File: config.mk
export PLATFORM = sky130hd
export DESIGN_NAME = bus_protocol_target
export DESIGN_NICKNAME = d
export VERILOG_FILES = /design/src/rtl/bus_protocol_pkg.sv /design/src/rtl/bus_target_fifo.sv /design/src/rtl/bus_protocol_target.sv
export SDC_FILE = /design/constraint.sdc
export NUM_CORES = 1
export LEC_CHECK = 0
export ABC_AREA = 1
export CAP_MARGIN = 30
export CORE_MARGIN = 5
export CORE_UTILIZATION = 60
export CTS_CLUSTER_DIAMETER = 30
export CTS_CLUSTER_SIZE = 8
export DETAILED_ROUTE_END_ITERATION = 7
export GPL_TIMING_DRIVEN = 0
export PLACE_DENSITY = 0.84
export SETUP_SLACK_MARGIN = 0.3
export SLEW_MARGIN = 10
export SYNTH_ARGS = -nofsm -noshare
export SYNTH_HDL_FRONTEND = slang
export SYNTH_HIERARCHICAL = 1
export SYNTH_SLANG_ARGS = --single-unit
export TNS_END_PERCENT = 20
File: constraint.sdc
create_clock -name clk -period 3.93 [get_ports clk]
set_clock_uncertainty 0.1 [all_clocks]
set_input_delay 0.786 -clock clk [delete_from_list [all_inputs] [get_ports clk]]
set_output_delay 0.786 -clock clk [all_outputs]
set_load 0.01 [all_outputs]
File: src/rtl/bus_protocol_pkg.sv
// Shared definitions for the bus protocol target: FSM states and
// protocol timing constants used by the target and its receive FIFO.
package bus_protocol_pkg;

    localparam int DATA_W        = 8;
    localparam int MAX_VALID_CYC = 4;
    localparam int MAX_ACK_DLY   = 3;

    // Width of the WAIT-cycle counter; it saturates at MAX_ACK_DLY.
    localparam int CNT_W = $clog2(MAX_ACK_DLY + 1);

    typedef enum logic [1:0] {
        IDLE,
        WAIT,
        ACK,
        DRAIN
    } state_t;

endpackage

File: src/rtl/bus_target_fifo.sv
// Receive FIFO for the bus protocol target: power-of-two depth,
// first-word fall-through head, simultaneous push/pop when full.
module bus_target_fifo #(
    parameter int DEPTH  = 4,
    parameter int DATA_W = bus_protocol_pkg::DATA_W
) (
    input  logic              clk,
    input  logic              reset_n,
    input  logic              push,
    input  logic [DATA_W-1:0] push_data,
    input  logic              pop,
    output logic              full,
    output logic              empty,
    output logic [DATA_W-1:0] head
);

    localparam int              AW       = $clog2(DEPTH);
    localparam logic [AW:0]     FULL_CNT = (AW + 1)'(DEPTH);

    logic [DATA_W-1:0] r_mem [DEPTH];
    logic [AW-1:0]     r_wr;
    logic [AW-1:0]     r_rd;
    logic [AW:0]       r_cnt;
    logic              w_do_pop;
    logic              w_do_push;

    assign full      = (r_cnt == FULL_CNT);
    assign empty     = (r_cnt == '0);
    assign w_do_pop  = pop && !empty;
    // A pop in the same cycle frees the slot a push into a full FIFO needs.
    assign w_do_push = push && (!full || w_do_pop);
    // Head reads as zero while empty so the output is clean during reset.
    assign head      = empty ? '0 : r_mem[r_rd];

    // Pointers wrap naturally at DEPTH; occupancy tracks push minus pop.
    always_ff @(posedge clk or negedge reset_n) begin
        if (!reset_n) begin
            r_wr  <= '0;
            r_rd  <= '0;
            r_cnt <= '0;
        end else begin
            if (w_do_push) r_wr <= r_wr + AW'(1);
            if (w_do_pop)  r_rd <= r_rd + AW'(1);
            case ({w_do_push, w_do_pop})
                2'b10:   r_cnt <= r_cnt + (AW + 1)'(1);
                2'b01:   r_cnt <= r_cnt - (AW + 1)'(1);
                default: r_cnt <= r_cnt;
            endcase
        end
    end

    // Storage array carries data only and needs no reset.
    always_ff @(posedge clk) begin
        if (w_do_push) r_mem[r_wr] <= push_data;
    end

endmodule

File: src/rtl/bus_protocol_target.sv
// Bus protocol target: detects a dValid rising start, acks after
// ACK_DLY..3 cycles depending on FIFO space, and queues the data.
// Optional master protocol checker enabled by BUS_TARGET_PROTO_CHK_EN.
module bus_protocol_target
    import bus_protocol_pkg::*;
#(
    parameter int ACK_DLY = 1,
    parameter int DEPTH   = 4
) (
    input  logic              clk,
    input  logic              reset_n,
    input  logic              dValid,
    input  logic [DATA_W-1:0] data,
    output logic              dAck,
    output logic              out_valid,
    output logic [DATA_W-1:0] out_data,
    input  logic              out_ready,
    output logic              overflow,
    output logic              proto_err
);

    state_t           r_state;
    state_t           w_next;
    logic [CNT_W-1:0] r_cnt;
    logic             r_prev;
    logic             r_dack;
    logic             r_ovf;
    logic             w_start;
    logic             w_pop;
    logic             w_space;
    logic             w_ack;
    logic             w_full;
    logic             w_empty;

    assign w_start   = dValid && !r_prev;
    assign out_valid = !w_empty;
    assign w_pop     = out_valid && out_ready;
    assign w_space   = !w_full || w_pop;
    // Ack once the minimum delay has elapsed and there is room; the
    // last allowed cycle forces the ack even when the data must be dropped.
    assign w_ack     = (r_state == WAIT) && dValid &&
                       (((int'(r_cnt) >= ACK_DLY) && w_space) ||
                        (int'(r_cnt) == MAX_ACK_DLY));
    assign dAck      = r_dack;
    assign overflow  = r_ovf;

    // Next-state selection for the transfer handshake.
    always_comb begin
        w_next = r_state;
        case (r_state)
            IDLE:    if (w_start) w_next = WAIT;
            WAIT: begin
                if (!dValid)    w_next = IDLE;
                else if (w_ack) w_next = ACK;
            end
            ACK:     w_next = DRAIN;
            DRAIN:   if (!dValid) w_next = IDLE;
            default: w_next = IDLE;
        endcase
    end

    // State, WAIT counter, dValid history and registered ack/overflow pulses.
    always_ff @(posedge clk or negedge reset_n) begin
        if (!reset_n) begin
            r_state <= IDLE;
            r_cnt   <= '0;
            r_prev  <= 1'b1;   // a start needs dValid seen low after reset
            r_dack  <= 1'b0;
            r_ovf   <= 1'b0;
        end else begin
            r_state <= w_next;
            r_prev  <= dValid;
            r_dack  <= w_ack;
            r_ovf   <= w_ack && !w_space;
            if (r_state == IDLE && w_start)
                r_cnt <= CNT_W'(1);
            else if (r_state == WAIT && int'(r_cnt) != MAX_ACK_DLY)
                r_cnt <= r_cnt + CNT_W'(1);
        end
    end

    bus_target_fifo #(
        .DEPTH  (DEPTH),
        .DATA_W (DATA_W)
    ) u_fifo (
        .clk       (clk),
        .reset_n   (reset_n),
        .push      (w_ack && w_space),
        .push_data (data),
        .pop       (w_pop),
        .full      (w_full),
        .empty     (w_empty),
        .head      (out_data)
    );

`ifdef BUS_TARGET_PROTO_CHK_EN
    logic [DATA_W-1:0] r_data_t0;
    logic              r_perr;
    logic              w_perr;

    // Violations: dValid drops before the ack, data moves while waiting,
    // or dValid is still high the cycle after the ack.
    always_comb begin
        w_perr = 1'b0;
        if (r_state == WAIT) begin
            if (!dValid)                 w_perr = 1'b1;
            else if (data != r_data_t0)  w_perr = 1'b1;
        end
        if (r_state == ACK && dValid)    w_perr = 1'b1;
    end

    // Capture the data presented at the start edge for the stability check.
    always_ff @(posedge clk) begin
        if (r_state == IDLE && w_start) r_data_t0 <= data;
    end

    // Registered one-cycle violation pulse.
    always_ff @(posedge clk or negedge reset_n) begin
        if (!reset_n) r_perr <= 1'b0;
        else          r_perr <= w_perr;
    end

    assign proto_err = r_perr;
`else
    assign proto_err = 1'b0;
`endif

endmodule

==> impl_results.md <==
* Syn Inst Count at 235
* Crit. End Element: output port
* Setup TNS at 0 ns
* Synthesized Nets at 255
* Die width at 71.2 µm
* Reg-to-reg slack, setup at 1.20 ns
* Wirelength per Cell at 12.8 µm
* Netlist cell types at 27
* Max incr delay on CP at 0.57 ns
* Worst slew margin at 44.1%
* GRT overflow at 0
* Post-DP HPWL at 2690 µm
* Crit Reg-Reg Endpoint: u_fifo/r_cnt[2]
* Pre-antenna DRT Iters at 4
* Worst path top cell family by delay: buffers and inverters
* Largest family of logic cells by synthesized area: simple AND/OR/NAND/NOR gates
* Worst Path Buf+Inv at 4
* Drt drc at 0
* HP Start: u_fifo/r_cnt[2]
* Worst Path Required at 3.04 ns
* DP Worst Slack at 0.917 ns
* Final Net Count at 284
* Fin. Hold Viols at 0
* Top area cells in the synthesized netlist: edfxtp_1 43%, dfrtp_1 14%, inv_1 9.0%, nand2_1 9.0%, nand3_1 5.1%
* Root Driver: clkbuf_8
* Max Cap Violations at 0
* Top cell type's share of synthesized area at 42.7%
* Synth area leader: edfxtp_1
* H-Tree Depth at 2
* Max Slew Vio Count at 0
* Input/output buffers at 22
* Ports at 24
* Critical path class: reg -> out
* XOR/XNOR Fraction of Synth Area at 0.779%
* Power Density at 710 nW/µm²
* Post-route ant nets at 0
* Final setup vio count at 0
* CTS tree: done
* Worst Hold Class: reg -> reg
* Drt initial violations at 123
* Final worst-path setup slack at 1.14 ns
* Setup crit start kind: register
* Peak supply drop at 0.402 mV
* Total CTS buffers at 5
* CTS Sinks at 46
* GRT Overall Usage at 17.4%
* Maximum clock frequency at 358 MHz
* Hold depth at 2
* Clk Latency, worst-skew pair at 0.30 ns
* Sequential fraction of the synthesis area at 58.4%
* Max Root-Sink Buffers at 2
* FF-to-FF Start: u_fifo/r_cnt[0]
* Period utilization at 71.1%
* Initial Util at 61.9%
* Post-synthesis compound-gate area fraction at 3.62%
* Post-cts resize count at 0
* Ant. Diodes at 0
* Die Area at 5070 µm²
* Vias at 1529
* Antenna violations before repair at 0
* Status: completed
* Share of cells above drive strength 1 at 12.1%
* Adder-cell share of the synthesized area at 4.79%
* Hold_buf cts at 0
* Routed WL at 4000 µm
* Syn-to-layout area delta at 16.6%
* Synth Area in Simple Gates at 19.5%
* Static Leak at 1.24 nW
* First-pass GRT wire length at 6710 µm
* CTS clk-pin slew, worst paths at 0.09 ns
* Mean Syn Cell Area at 9.57 µm²
* Chip height at 71.2 µm
* Crit path cell chain: buf_6 > inv_6 > buf_8 > nand2_1 > nand3_1 > a21oi_1 > clkdlybuf4s50_1
* Site Rows at 22
* CP Data Arrival Time at 1.91 ns
* Worst-Margin Slew at 0.835 ns
* Vias in the first global route at 1537
* Min Tclk post-route at 2.79 ns
* Mux cell area share after synthesis at 0%
* CORE AREA at 3630 µm²
* Synthesized flop and latch total at 46
* Unrepaired setup endpoints after global routing: false
* Worst reg-to-reg path cell count at 20
* DR vias/cell at 4.88
* Fill cell count at 258
* Yosys warning total at 6
* Largest net degree at the start of global routing at 17
* Postcts setup bufs at 0
* Syn Std Cell Area at 2250 µm²
* Hold Path Sink: u_fifo/r_cnt[2]
* CP max FO at 10
* CP max stage cell: clkdlybuf4s50_1
* GP Congestion at 0.810
==> layout by cell type (no fill, tap or decap) <==
cell / instances
edfxtp_1: 32
dfrtp_1: 13
nand2_2: 6
nand2_4: 1
conb_1: 1
inv_6: 2
buf_6: 2
o21ai_0: 3
a21oi_2: 1
inv_1: 54
nand3_2: 2
clkinv_4: 1
ha_1: 7
nand3_1: 23
o21a_1: 1
xnor2_1: 2
nand4_1: 1
fa_1: 1
buf_4: 2
inv_2: 6
nand2_1: 54
a21oi_1: 8
buf_8: 1
dfstp_2: 1
clkinvlp_4: 1
o21ai_1: 2
nor2_1: 8
nor3_1: 1
clkdlybuf4s50_1: 22
clkbuf_8: 5
nor2_4: 1
==> cell type report <==
cell class | instances | area (µm²) | share of cell area [%]
sequential | 46 | 1310 | 50.0
tap | 48 | 60.1 | 2.29
buffer | 5 | 52.6 | 2.00
clock inverter | 3 | 25.0 | 0.954
clock buffer | 5 | 68.8 | 2.62
inverter | 61 | 234 | 8.92
timing repair buffer | 22 | 220 | 8.40
multi-input combinational | 123 | 649 | 24.8
==> synth_stat cells <==
library cell,n
inv_1,54
nand2_1,54
edfxtp_1,32
nand3_1,23
dfrtp_1,13
a21oi_1,8
nor2_1,8
ha_1,7
inv_2,6
nand2_2,6
o21ai_0,3
buf_4,2
buf_6,2
nand3_2,2
o21ai_1,2
xnor2_1,2
a21oi_2,1
buf_8,1
conb_1,1
dfstp_2,1
fa_1,1
inv_6,1
nand2_4,1
nand4_1,1
nor2_4,1
nor3_1,1
o21a_1,1
==> registers in the layout, indices dropped and copies added (netlist names), named ones only <==
name	count
r_cnt	2
u_fifo/r_mem	32
u_fifo/r_rd	2
dAck	1
u_fifo/r_cnt	3
r_state	1
u_fifo/r_wr	2
overflow	1
r_prev	1
==> how the worst max path moves through the flow <==
stage,end,cells after the start,from
2_1_floorplan,u_fifo/r_cnt[2],20,u_fifo/r_cnt[0]
3_3_place_gp,u_fifo/r_mem[2][6],9,dValid
3_5_place_dp,u_fifo/r_mem[2][6],9,dValid
4_1_cts,out_data[3],7,u_fifo/r_rd[0]
5_1_grt,u_fifo/r_cnt[2],20,u_fifo/r_cnt[0]
6_report,out_data[3],7,u_fifo/r_rd[0]
==> power by group <==
group | switching (mW) | internal [mW] | total [mW]
registers | 0.0586 | 0.618 | 0.677
clock network | 0.164 | 0.128 | 0.292
logic | 0.509 | 0.384 | 0.893
==> worst register-to-register path, delay by kind of cell (launching register included) <==
kind,cells,cell delay (ns)
fa+ha+maj,2,0.57
simple gates,13,1.10
buf+inv,5,0.42
flops,1,0.44
==> routing by layer <==
metal | track usage (%) | routed length [µm] | part of all wire, %
met1 | 21.5 | 1630 | 41
met2 | 29.2 | 2040 | 51
met3 | 3.93 | 271 | 6.8
met4 | 7.72 | 53 | 1.3
met5 | 0 | 0 | 0
==> per-stage QoR <==
stage	instance area (µm²)	cells	hold WS (ns)	utilization [%]	power, mW
after floorplan	2250	235	0.363	-	1.26
after global placement	2530	305	0.386	69.6	1.54
after detailed placement	2530	305	0.407	69.6	1.57
after CTS	2620	313	0.426	72.2	1.88
after global routing	2620	313	0.469	72.2	2.01
final	2620	313	0.427	72.2	1.86
==> cells by family (layout without fill, tap and decap cells) <==
family                     after synthesis  count (layout)
and+or+nand+nor                         97              97
buffers and inverters                   66              96
DFF                                     46              46
AOI/OAI and AO/OA                       15              15
adders and majority gates                8               8
xor gates and xnor gates                 2               2
other                                    1               1
No activity file was read; power rests on OpenSTA's default activity.
